===== src/rtl/wb_pkg.sv =====
// Shared types and default parameters for the Wishbone classic master.
// The FSM state encoding and default bus/timeout sizes live here.
package wb_pkg;

    typedef enum logic [1:0] {
        ST_IDLE = 2'd0,
        ST_BUS  = 2'd1,
        ST_RESP = 2'd2
    } wb_state_t;

    localparam int DEF_ADR_WIDTH = 16;
    localparam int DEF_DAT_WIDTH = 16;
    localparam int DEF_TIMEOUT   = 255;
    localparam int TIMER_WIDTH   = 8;

endpackage


===== src/rtl/wb_timeout.sv =====
// Bus-cycle watchdog: counts enabled cycles since the last clear and flags
// the cycle in which the timeout-th enabled cycle is being spent.
module wb_timeout
    import wb_pkg::*;
#(
    parameter int timeout = DEF_TIMEOUT
) (
    input  logic clk,
    input  logic rst,
    input  logic clear,
    input  logic enable,
    output logic expired
);

    localparam logic [TIMER_WIDTH-1:0] LAST_COUNT = TIMER_WIDTH'(timeout - 1);

    logic [TIMER_WIDTH-1:0] count_reg;

    always_ff @(posedge clk or negedge rst) begin
        if (!rst) begin
            count_reg <= '0;
        end else if (clear) begin
            count_reg <= '0;
        end else if (enable) begin
            count_reg <= count_reg + 1'b1;
        end
    end

    // The owner leaves the counting state on this cycle, so the counter never wraps.
    assign expired = enable && (count_reg == LAST_COUNT);

endmodule


===== src/rtl/wb_master_standard.sv =====
// Single-outstanding Wishbone classic master bridging a valid/ready command
// port to a valid/ready response port, with a per-transfer ack timeout.
module wb_master_standard
    import wb_pkg::*;
#(
    parameter int adr_width = DEF_ADR_WIDTH,
    parameter int dat_width = DEF_DAT_WIDTH,
    parameter int timeout   = DEF_TIMEOUT
) (
    input  logic                 clk,
    input  logic                 rst,
    input  logic                 req_valid,
    output logic                 req_ready,
    input  logic                 req_we,
    input  logic [adr_width-1:0] req_adr,
    input  logic [dat_width-1:0] req_dat,
    output logic                 rsp_valid,
    input  logic                 rsp_ready,
    output logic [dat_width-1:0] rsp_dat,
    output logic                 rsp_err,
    output logic [adr_width-1:0] wb_adr_o,
    output logic [dat_width-1:0] wb_dat_o,
    output logic                 wb_we_o,
    output logic                 wb_cyc_o,
    output logic                 wb_stb_o,
    input  logic [dat_width-1:0] wb_dat_i,
    input  logic                 wb_ack_i
);

    wb_state_t              state_reg, state_next;
    logic [adr_width-1:0]   adr_reg, adr_next;
    logic [dat_width-1:0]   dat_reg, dat_next;
    logic                   we_reg, we_next;
    logic                   bus_reg, bus_next;
    logic                   rsp_valid_reg, rsp_valid_next;
    logic [dat_width-1:0]   rsp_dat_reg, rsp_dat_next;
    logic                   rsp_err_reg, rsp_err_next;
    logic                   ready_en_reg;
    logic                   accept;
    logic                   expired;

    // ready_en_reg keeps req_ready low until the first edge after reset release.
    assign req_ready = ready_en_reg && (state_reg == ST_IDLE);
    assign accept    = req_valid && req_ready;

    wb_timeout #(
        .timeout (timeout)
    ) u_timeout (
        .clk     (clk),
        .rst     (rst),
        .clear   (accept),
        .enable  (state_reg == ST_BUS),
        .expired (expired)
    );

    always_comb begin
        state_next     = state_reg;
        adr_next       = adr_reg;
        dat_next       = dat_reg;
        we_next        = we_reg;
        bus_next       = bus_reg;
        rsp_valid_next = rsp_valid_reg;
        rsp_dat_next   = rsp_dat_reg;
        rsp_err_next   = rsp_err_reg;
        case (state_reg)
            ST_IDLE: begin
                if (accept) begin
                    adr_next   = req_adr;
                    dat_next   = req_we ? req_dat : '0;
                    we_next    = req_we;
                    bus_next   = 1'b1;
                    state_next = ST_BUS;
                end
            end
            ST_BUS: begin
                // Ack has priority over a timeout expiring in the same cycle.
                if (wb_ack_i) begin
                    bus_next       = 1'b0;
                    rsp_valid_next = 1'b1;
                    rsp_err_next   = 1'b0;
                    rsp_dat_next   = we_reg ? '0 : wb_dat_i;
                    state_next     = ST_RESP;
                end else if (expired) begin
                    bus_next       = 1'b0;
                    rsp_valid_next = 1'b1;
                    rsp_err_next   = 1'b1;
                    rsp_dat_next   = '0;
                    state_next     = ST_RESP;
                end
            end
            ST_RESP: begin
                if (rsp_ready) begin
                    rsp_valid_next = 1'b0;
                    state_next     = ST_IDLE;
                end
            end
            default: begin
                bus_next       = 1'b0;
                rsp_valid_next = 1'b0;
                state_next     = ST_IDLE;
            end
        endcase
    end

    always_ff @(posedge clk or negedge rst) begin
        if (!rst) begin
            state_reg     <= ST_IDLE;
            adr_reg       <= '0;
            dat_reg       <= '0;
            we_reg        <= 1'b0;
            bus_reg       <= 1'b0;
            rsp_valid_reg <= 1'b0;
            rsp_dat_reg   <= '0;
            rsp_err_reg   <= 1'b0;
            ready_en_reg  <= 1'b0;
        end else begin
            state_reg     <= state_next;
            adr_reg       <= adr_next;
            dat_reg       <= dat_next;
            we_reg        <= we_next;
            bus_reg       <= bus_next;
            rsp_valid_reg <= rsp_valid_next;
            rsp_dat_reg   <= rsp_dat_next;
            rsp_err_reg   <= rsp_err_next;
            ready_en_reg  <= 1'b1;
        end
    end

    assign wb_adr_o  = adr_reg;
    assign wb_dat_o  = dat_reg;
    assign wb_we_o   = we_reg;
    assign wb_cyc_o  = bus_reg;
    assign wb_stb_o  = bus_reg;
    assign rsp_valid = rsp_valid_reg;
    assign rsp_dat   = rsp_dat_reg;
    assign rsp_err   = rsp_err_reg;

endmodule


===== config.mk =====
export PLATFORM = sky130hd
export DESIGN_NAME = wb_master_standard
export DESIGN_NICKNAME = d
export VERILOG_FILES = /design/src/rtl/wb_pkg.sv /design/src/rtl/wb_timeout.sv /design/src/rtl/wb_master_standard.sv
export SDC_FILE = /design/constraint.sdc
export NUM_CORES = 1
export LEC_CHECK = 0
export ABC_AREA = 1
export CAP_MARGIN = 20
export CELL_PAD_IN_SITES_DETAIL_PLACEMENT = 1
export CELL_PAD_IN_SITES_GLOBAL_PLACEMENT = 2
export CORE_MARGIN = 1.5
export CORE_UTILIZATION = 27
export CTS_CLUSTER_SIZE = 14
export DETAILED_ROUTE_END_ITERATION = 12
export PLACE_DENSITY_LB_ADDON = 0.2
export SETUP_SLACK_MARGIN = 0.5
export SLEW_MARGIN = 5
export SYNTH_ARGS = -nofsm -noshare
export SYNTH_HDL_FRONTEND = slang
export SYNTH_HIERARCHICAL = 1
export SYNTH_SLANG_ARGS = --single-unit
export TNS_END_PERCENT = 5

===== constraint.sdc =====
create_clock -name clk -period 3.6 [get_ports clk]
set_input_delay 0.72 -clock clk [delete_from_list [all_inputs] [get_ports clk]]
set_output_delay 0.72 -clock clk [all_outputs]
set_load 0.1 [all_outputs]

==> results by group, run 1 <==
Status
  • Status: completed

Timing
  • Period utilisation layout: just over 70%
  • Setup TNS: 0 ps
  • Post-layout min period: roughly 2600 ps
  • RSZ-0062 raised after global routing: false
  • Fmax achieved: 386 MHz
  • Clock Skews: between 6 and 7 ps
  • Slew headroom: 31.6%
  • Final hold violations: 0
  • Worst-margin pin slew: 1020 ps
  • Max Slew Vio Count: 0
  • Final setup fails: 0

Floorplanning
  • I/O pin total: ~110
  • Die span in x: approximately 100 um
  • Floorplan core area: between 9000 and 10000 um2
  • Die Ht: ~100 um
  • Die ar.: 10800 um2
  • Initial Util: between 20 and 30%
  • FP Rows: 36

Layout
  • Nets@finish: 471
  • Area of the multi-input gates: roughly 1000 um2
  • Final-layout fill cell count: 1193
  • Area delta synth->final: 47.9%
  • Final instance area: 4080 um2
  • FF/Latch Area: 1580 um2
  • Ratio of cells with drive above 1 in the final layout: 10.7%
  • N_diodes: 0

Worst setup path
  • WP data required: approximately 2900 ps
  • CP startpoint kind: flip-flop
  • CP Buf/Inv Count: 1
  • Slowest CP cell: clkdlybuf4s50_1
  • Crit Reg-Reg Endpoint: u_timeout/count_reg[5]
  • Reg2Reg Setup Slack: 1530 ps
  • Critical-path cell list: clkdlybuf4s50_1
  • Slowest stage delay, CP: around 1200 ps
  • Worst r2r src: state_reg[0]
  • Critical path's top delay family: buffers and inverters
  • Critical path class: flip-flop to primary output
  • R2r worst-path depth: 8
  • Critical Path AT: between 1500 and 2000 ps
  • Worst-path maximum fanout: 3
  • Crit end category: primary output

Synthesis
  • Sequential area share after synthesis: a little under three fifths
  • Syn. warnings: 6
  • Syn Inst Count: between 300 and 400
  • Yosys reg bits: 63
  • Syn_nets: roughly 360
  • Ranking of synthesized cells by area: dfrtp_1, nand2_1, o21ai_2, buf_6, nor2_4
  • Cell taking the most area after synthesis: dfrtp_1
  • Synth Cell Area: ~2800 um2
  • Syn_area_per_cell: 9.00 um2
  • Synth cell types: 22
  • Post-synth top area share: between 50% and 60%

Power
  • Clk network pwr share: between 10% and 20%
  • Sw power: roughly 2.2 mW
  • Pwr/cell area: ~960 nW/um2
  • Internal Power: 1.73 mW
  • P_leak: between 1.5 and 2 nW
  • Switching share of total power: 55.5%
  • Sequential share of power: ~27%
  • Maximum VDD drop: between 0.0003 and 0.0004 V
  • Logic gate share of total power: ~57%

Clock network
  • Max clock buf depth: 2
  • CTS H-Tree Depth: 3
  • CTS tree: built
  • Skew-Pair Late Insertion Delay: ~340 ps
  • Post-CTS Setup Repair Bufs: 0
  • Root Driver: clkbuf_8
  • Clock Sinks: 63
  • Hold buffers post-CTS: 0
  • Clock slew at reported path FFs: about 70 ps
  • Post-CTS sizing: 0
  • CTS Buf Count: 9

Drt
  • DRT Pass-1 Iters: 4
  • Avg WL per Cell: 13.5 um
  • DRC viols: 0
  • Initial DRC count: 41
  • Antenna Nets Post-Route: 0
  • WL final: about 7500 um
  • Via density: around 4.2
  • DR vias: around 2300

Global routing
  • Total grt overflow: 0
  • Initial antenna violation count: 0
  • Total track usage: approximately 15%
  • First-pass GRT wire length: 12500 um
  • Pin count of the biggest net entering global routing: 40
  • Vias in the first global route: between 2000 and 2500

Job
  • Max-cap viol count: 0

Worst hold path
  • Class of the worst hold path: input pin to asynchronous set/reset pin

Place
  • Cell area after placement: ~3900 um2
  • Routability cong.: between 0.7 and 0.8
  • Port Buffers: about 110
  • DP Wirelength: roughly 5400 um
## cell usage after synthesis (all sizes together)
| library cell | instances |
|---|---|
| a21oi | 3 |
| buf | 11 |
| conb | 1 |
| dfrtp | 63 |
| ha | 2 |
| inv | 17 |
| nand2 | 155 |
| nand3 | 11 |
| nand4 | 2 |
| nor2 | 20 |
| nor3 | 1 |
| o21ai | 20 |
## cells by family (layout without fill, tap and decap cells)
group | count (synthesis) | in the layout | synth area share, %
adder cells (fa/ha/maj) | 2 | 2 | 0.908
AO/OA/AOI/OAI | 23 | 23 | 6.49
buffers and inverters | 28 | 142 | 6.40
other | 1 | 1 | 0.136
AND/OR/NAND/NOR | 189 | 189 | 28.8
flip-flops | 63 | 63 | 57.2
## through the flow
step                      utilization, %  hold slack [ps]  power [mW]  setup WS, ps  std cells
after global placement              39.6              460        3.30           873        537
after floorplan                        -              424        2.77          1020        306
after CTS                           41.5              275        3.95           965        553
after global routing                41.5              292        4.08           949        553
after detailed placement            39.6              468        3.32           849        537
final                               41.5              281        3.90          1010        553
## how the worst max path moves through the flow
stage                             from                      to  slack [ps]  cells after the start
after floorplan           state_reg[0]               req_ready        1020                      3
after global placement       req_valid  u_timeout/count_reg[7]         870                      8
after detailed placement     req_valid  u_timeout/count_reg[6]         850                      8
after CTS                     wb_cyc_o                wb_stb_o         960                      1
after global routing          wb_cyc_o                wb_stb_o         950                      1
final                         wb_cyc_o                wb_stb_o        1010                      1
## routing by layer
| layer | wire length (um) | vias up | global-route usage, % |
|---|---|---|---|
| li1 | - | 1159 | - |
| met1 | 3310 | 1082 | 18.5 |
| met2 | 3450 | 68 | 22.0 |
| met3 | 582 | 10 | 5.76 |
| met4 | 128 | 0 | 5.95 |
| met5 | 0 | - | 0 |
## layout by cell type, fill, tap and decap left out
cell,instances
buf_2,1
conb_1,1
o21ai_4,1
ha_1,2
nand4_1,2
clkinv_2,3
inv_2,2
nand2_1,155
nand3_4,1
nor2_4,6
a21oi_1,2
nor3_1,1
o21ai_2,13
clkbuf_1,2
nor2_1,13
o21ai_0,2
nand3_2,1
o21ai_1,4
nand3_1,9
dfrtp_1,63
clkdlybuf4s50_1,104
buf_4,4
clkbuf_8,10
bufinv_16,1
inv_1,15
a21oi_2,1
nor2_2,1
## final cells by class
type	instances	share of cell area, %
tap	133	4.08
sequential	63	38.7
clock inverter	4	1.11
clock buffer	12	3.56
multi-input combinational	215	24.6
inverter	17	1.57
timing repair buffer	109	26.4
## power by group through the flow
stage,sequential (mW),clock [mW],combinational [mW]
final,1.05,0.611,2.24
after global routing,1.08,0.666,2.33
after CTS,1.06,0.636,2.26
after detailed placement,1.07,0,2.25
after global placement,1.06,0,2.24
after floorplan,2.39,0,0.380
(Power assumes the default switching activity.)
==> run 2, diff against run 1 <==
--- a/config.mk
+++ b/config.mk
@@ -10,7 +10,7 @@
 export CELL_PAD_IN_SITES_DETAIL_PLACEMENT = 1
 export CELL_PAD_IN_SITES_GLOBAL_PLACEMENT = 2
 export CORE_MARGIN = 1.5
-export CORE_UTILIZATION = 27
+export CORE_UTILIZATION = 25
 export CTS_CLUSTER_SIZE = 14
 export DETAILED_ROUTE_END_ITERATION = 12
 export PLACE_DENSITY_LB_ADDON = 0.2
==> constraint.sdc (replaced) <==
create_clock -name clk -period 2.55 [get_ports clk]
set_input_delay 0.51 -clock clk [delete_from_list [all_inputs] [get_ports clk]]
set_output_delay 0.51 -clock clk [all_outputs]
set_load 0.1 [all_outputs]
==> run 2 against run 1 <==
Effect of this change:
- worst setup slack got worse by 330 ps
- register-to-register slack got worse by 780 ps
- largest cell class unchanged
- routed wire length fell by 0.84%
- flip-flop and latch count did not move
- power rose by 42%
- largest power group unchanged
==> results by group, run 2 (synthesized netlist as in run 1, its figures left out) <==
Drt
  • Avg WL per Cell: 13.1 um (was 13.5 um)
  • DR vias: 2339 (was 2319)
  • Initial DRC count: 48 (was 41)
  • Via density: 4.15 (was 4.19)
  • DRT Pass-1 Iters: 3 (was 4)
  • WL final: 7410 um (was 7470 um)
  • Antenna Nets Post-Route: 0 (unchanged)
  • DRC viols: 0 (unchanged)

Layout
  • Nets@finish: 475 (was 471)
  • Most frequent cells in the layout: nand2_1, dfrtp_1, buf_4 (was nand2_1, clkdlybuf4s50_1, dfrtp_1)
  • Ratio of cells with drive above 1 in the final layout: 24.5% (was 10.7%)
  • Area delta synth->final: 46.0% (was 47.9%)
  • Most common cell after layout, fill and taps aside: nand2_1 (unchanged)
  • N_diodes: 0 (unchanged)

Timing
  • Max Slew Vio Count: 0 (unchanged)
  • Slew headroom: 45.6% (was 31.6%)
  • Final setup fails: 0 (unchanged)
  • Setup TNS: 0 ps (unchanged)
  • Post-layout min period: about 1900 ps
  • Final hold violations: 0 (unchanged)
  • Worst-margin pin slew: 816 ps (was 1020 ps)
  • Fmax achieved: about 530 MHz
  • RSZ-0062 raised after global routing: false (unchanged)
  • Worst setup margin: 677 ps (was 1010 ps)
  • Clock Skews: 9.88 ps (was 6.77 ps)
  • Period utilisation layout: about 73%

Floorplanning
  • I/O pin total: 108 (unchanged)
  • Die span in x: 108 um (was 104 um)
  • Initial Util: 25.5% (was 28.1%)
  • FP Rows: 38 (was 36)
  • Floorplan core area: 10800 um2 (was 9820 um2)
  • Die ar.: 11700 um2 (was 10800 um2)
  • Die Ht: 108 um (was 104 um)

Clock network
  • CTS Buf Count: 9 (unchanged)
  • Max clock buf depth: 2 (unchanged)
  • CTS tree: built (unchanged)
  • Clock slew at reported path FFs: 80 ps (was 70 ps)
  • Skew-Pair Late Insertion Delay: 340 ps (about the same)
  • Root Driver: clkbuf_8 (unchanged)
  • CTS H-Tree Depth: 3 (unchanged)
  • Clock Sinks: 63 (unchanged)

Global routing
  • Total grt overflow: 0 (unchanged)
  • Initial antenna violation count: 0 (unchanged)
  • First-pass GRT wire length: 12400 um (was 12500 um)
  • Total track usage: 13.7% (was 14.5%)
  • Vias in the first global route: 2552 (was 2422)
  • Pin count of the biggest net entering global routing: 37 (was 40)

Power
  • Pwr/cell area: 1380 nW/um2 (was 957 nW/um2)
  • Maximum VDD drop: 0.000602 V (was 0.000327 V)
  • P_leak: 2.04 nW (was 1.94 nW)

Status
  • Status: completed (unchanged)

Worst setup path
  • R2r worst-path depth: 8 (unchanged)
  • WP data required: 2040 ps (was 2880 ps)
  • Slowest stage delay, CP: 450 ps (was 1150 ps)
  • Critical Path AT: 1360 ps (was 1870 ps)
  • Worst-path maximum fanout: 3 (unchanged)
  • Slowest CP cell: dfrtp_1 (was clkdlybuf4s50_1)
  • Crit end category: primary output (unchanged)
  • Critical-path cell list: nor2_4 > inv_1 > nor2_2 > buf_4 (was clkdlybuf4s50_1)
  • Critical path class: flip-flop to primary output (unchanged)
  • CP startpoint kind: flip-flop (unchanged)

Place
  • DP Wirelength: 5500 um (was 5360 um)
  • DP Worst Slack: 567 ps (was 849 ps)
  • Port Buffers: 107 (unchanged)
  • Routability cong.: 0.698 (was 0.742)

Worst hold path
  • Class of the worst hold path: input pin to asynchronous set/reset pin (unchanged)

Job
  • Max-cap viol count: 0 (unchanged)
[run 2: final cells by class]
type / count / area (um2)
well taps: 140 / 175
clock inverters: 5 / 81.3
repair buffers: 113 / 976
clock buffers: 11 / 141
flip-flops and latches: 63 / 1580
fillers: 1283 / 6770
inverters: 17 / 63.8
multi-input cells: 215 / 1010
[run 2: critical path: cells and delay by family, from the launching register on]
family / cells / cell delay (ps)
buffers and inverters: 2 / 370
DFF: 1 / 450
and+or+nand+nor: 2 / 220
[run 2: metrics by stage]
stage	instance area [um2]	hold slack [ps]	power, mW	cells	util, %
global placement	3800	465	4.59	548	35.2
finish	4020	264	5.55	564	37.3
floorplan	2760	214	3.91	306	-
global route	4020	321	5.80	564	37.3
detailed placement	3800	470	4.62	548	35.2
CTS	4020	288	5.63	564	37.2
[run 2: path summary, 6_finish.rpt]
kind / start / endpoint / slack, ps
max: state_reg[1] / req_ready / 680
max reg2reg: state_reg[0] / rsp_dat[5] / 750
min reg2reg: wb_dat_o[9] / wb_dat_o[9] / 480
max in group asynchronous: rst / u_timeout/count_reg[2] / 1620
min: rst / wb_adr_o[11] / 260
min in group clk: wb_dat_o[9] / wb_dat_o[9] / 480
[run 2: per-layer routing]
| layer | global-route usage, % | vias to the layer above | part of all wire [%] |
|---|---|---|---|
| met5 | 0 | - | 0 |
| met4 | 5.64 | 0 | 1.5 |
| met3 | 4.76 | 8 | 7.9 |
| met2 | 21.6 | 65 | 45 |
| met1 | 17.2 | 1103 | 46 |
| li1 | - | 1163 | - |
[run 2: power by group]
part           total (mW)  switching [mW]  internal [mW]  leakage [nW]
registers            1.49           0.205           1.29         0.818
logic                3.08            2.48          0.602          1.12
clock network       0.976           0.399          0.578         0.110
[run 2: what timing repair did]
item / in CTS / in global routing
resized for setup: 0 / 1
hold buffers: 0 / 0
setup endpoints to repair: 0 / 19
setup buffers: 0 / 0
==> run 3, diff against run 2 <==
--- a/config.mk
+++ b/config.mk
@@ -10,7 +10,7 @@
 export CELL_PAD_IN_SITES_DETAIL_PLACEMENT = 1
 export CELL_PAD_IN_SITES_GLOBAL_PLACEMENT = 2
 export CORE_MARGIN = 1.5
-export CORE_UTILIZATION = 25
+export CORE_UTILIZATION = 22
 export CTS_CLUSTER_SIZE = 14
 export DETAILED_ROUTE_END_ITERATION = 12
 export PLACE_DENSITY_LB_ADDON = 0.2
==> constraint.sdc (replaced) <==
create_clock -name clk -period 1.6 [get_ports clk]
set_input_delay 0.32 -clock clk [delete_from_list [all_inputs] [get_ports clk]]
set_output_delay 0.32 -clock clk [all_outputs]
set_load 0.1 [all_outputs]
==> run 3 against run 2 <==
Effect of this change:
- the run now ends with hold timing left
- critical path depth unchanged
- sequential share of layout area down 8.4 points
- core utilization up 5.2 points
- critical path type unchanged
- highest routed layer unchanged
==> results by group, run 3 (synthesized netlist as in run 1, its figures left out) <==
Status
  • Status: finished, violations left (was completed)
  • Failing checks: hold timing

Global routing
  • Initial antenna violation count: 0 (unchanged)
  • Total track usage: 13.1% (was 13.7%)
  • Total grt overflow: 0 (unchanged)
  • Vias in the first global route: 2646 (was 2552)
  • Pin count of the biggest net entering global routing: 64 (was 37)
  • First-pass GRT wire length: 13300 um (was 12400 um)

Power
  • P_leak: 2.43 nW (was 2.04 nW)
  • Sequential share of power: 24.2% (was 26.9%)
  • Maximum VDD drop: 0.000832 V (was 0.000602 V)
  • Pwr/cell area: 2090 nW/um2 (was 1380 nW/um2)
  • Final Power: 10.8 mW (was 5.55 mW)
  • Switching share of total power: 49.6% (was 55.5%)
  • Clk network pwr share: 16.7% (was 17.6%)
  • Internal Power: 5.42 mW (was 2.47 mW)
  • Sw power: 5.35 mW (was 3.08 mW)
  • Logic gate share of total power: 59.1% (was 55.5%)

Clock network
  • Max clock buf depth: 2 (unchanged)
  • Root Driver: clkbuf_16 (was clkbuf_8)
  • Skew-Pair Late Insertion Delay: 330 ps (was 340 ps)
  • CTS Buf Count: 9 (unchanged)
  • Clock Sinks: 63 (unchanged)
  • CTS tree: built (unchanged)
  • Clock slew at reported path FFs: 60 ps (was 80 ps)
  • CTS H-Tree Depth: 3 (unchanged)

Drt
  • DRC viols: 0 (unchanged)
  • Antenna Nets Post-Route: 0 (unchanged)
  • Avg WL per Cell: 13.0 um (was 13.1 um)
  • DR vias: 2439 (was 2339)
  • DRT Pass-1 Iters: 4 (was 3)
  • Initial DRC count: 59 (was 48)
  • Via density: 3.99 (was 4.15)
  • WL final: 7950 um (was 7410 um)

Timing
  • RSZ-0062 raised after global routing: true (was false)
  • Setup TNS: 0 ps (unchanged)
  • Final hold violations: 1 (was 0)
  • Post-layout min period: approximately 1500 ps
  • Fmax achieved: approximately 650 MHz
  • Period utilisation layout: between 90 and 100%
  • Clock Skews: 4.74 ps (was 9.88 ps)
  • Final setup fails: 0 (unchanged)
  • Max Slew Vio Count: 0 (unchanged)
  • Fin Hold WS: -1.37 ps (was 264 ps)

Layout
  • N_diodes: 0 (unchanged)
  • Nets@finish: 494 (was 475)
  • Area delta synth->final: 87.0% (was 46.0%)
  • Post-Layout Cell Count: 611 (was 564)
  • Ratio of cells with drive above 1 in the final layout: 34.3% (was 24.5%)
  • Final-layout fill cell count: 1371 (was 1283)
  • Utilization after layout: 42.5% (was 37.3%)
  • Most common cell after layout, fill and taps aside: nand2_1 (unchanged)
  • Most frequent cells in the layout: nand2_1, buf_12, dfrtp_1 (was nand2_1, dfrtp_1, buf_4)

Worst setup path
  • Worst-path maximum fanout: 2 (was 3)
  • R2r worst-path depth: 9 (was 8)
  • Crit end category: primary output (unchanged)
  • WP data required: 1280 ps (was 2040 ps)
  • Critical path class: flip-flop to primary output (unchanged)
  • Critical Path AT: 1210 ps (was 1360 ps)
  • CP startpoint kind: flip-flop (unchanged)

Job
  • Max-cap viol count: 0 (unchanged)

Floorplanning
  • I/O pin total: 108 (unchanged)
  • Floorplan core area: 12100 um2 (was 10800 um2)
  • Initial Util: 22.7% (was 25.5%)
  • FP Rows: 40 (was 38)
  • Die span in x: 115 um (was 108 um)
  • Die ar.: 13200 um2 (was 11700 um2)
  • Die Ht: 115 um (was 108 um)

Place
  • DP Wirelength: 5640 um (was 5500 um)
  • Port Buffers: 107 (unchanged)
  • Dpl cells: 586 (was 548)
  • Routability cong.: 0.722 (was 0.698)

Worst hold path
  • Class of the worst hold path: input pin to asynchronous set/reset pin (unchanged)
-- run 3: cell count changes in the layout (fill, tap and decap cells not counted), sizes merged --
cell / previous run / this run
buf: 61 / 80
clkinv: 2 / 5
bufinv: 2 / 0
clkbuf: 11 / 10
clkinvlp: 1 / 2
inv: 17 / 16
-- run 3: metrics by stage --
step | cell area [um2] | setup slack [ps]
2_1_floorplan | 2810 | 132
3_3_place_gp | 4680 | 28.2
3_5_place_dp | 4680 | 0.807
4_1_cts | 5010 | 55.4
5_1_grt | 5150 | -15.0
6_report | 5150 | 65.3
-- run 3: final timing paths --
path	start	end	slack, ps
worst max-delay path	state_reg[1]	req_ready	70
worst min-delay path	rst	rsp_dat[4]	-1
worst max register to register	state_reg[0]	rsp_dat[8]	110
worst min register to register	rsp_valid	rsp_valid	540
max in group asynchronous	rst	wb_cyc_o	1280
min in group clk	req_adr[11]	wb_adr_o[11]	520
-- run 3: what timing repair did --
| action | in CTS | in global routing |
|---|---|---|
| hold buffers | 0 | 0 |
| endpoints found under the hold margin | 0 | 0 |
| setup endpoints to repair | 116 | 116 |
| pin swaps | 4 | 12 |
| setup buffers | 6 | 3 |
| resized for setup | 6 | 35 |
-- run 3: critical path, cell delays in order, from the launching register on --
cell,delay (ps)
dfrtp_2,420
nor2_4,130
inv_2,60
nor2_4,90
buf_12,180
-- run 3: area by class of cell --
type	instances	area (um2)	share of cell area (%)
clock inverters	6	36.3	0.704
inverters	17	75.1	1.46
well taps	168	210	4.08
flip-flops and latches	63	1590	30.8
multi-input cells	215	1110	21.6
clock buffers	10	239	4.64
repair buffers	132	1890	36.8
-- run 3: power groups by stage --
stage / logic [mW] / registers, mW / clock network (mW)
2_1_floorplan: 0.904 / 5.39 / 0
3_3_place_gp: 6.20 / 2.60 / 0
3_5_place_dp: 6.24 / 2.61 / 0
4_1_cts: 6.32 / 2.59 / 1.88
5_1_grt: 6.62 / 2.67 / 1.95
6_report: 6.36 / 2.61 / 1.80
-- run 3: routing by layer --
layer	global-route usage (%)	wire (um)	up-vias
met5	0	0	-
met4	3.70	76	0
met3	7.64	708	6
met2	20.2	3870	64
met1	15.4	3300	1163
li1	-	-	1206
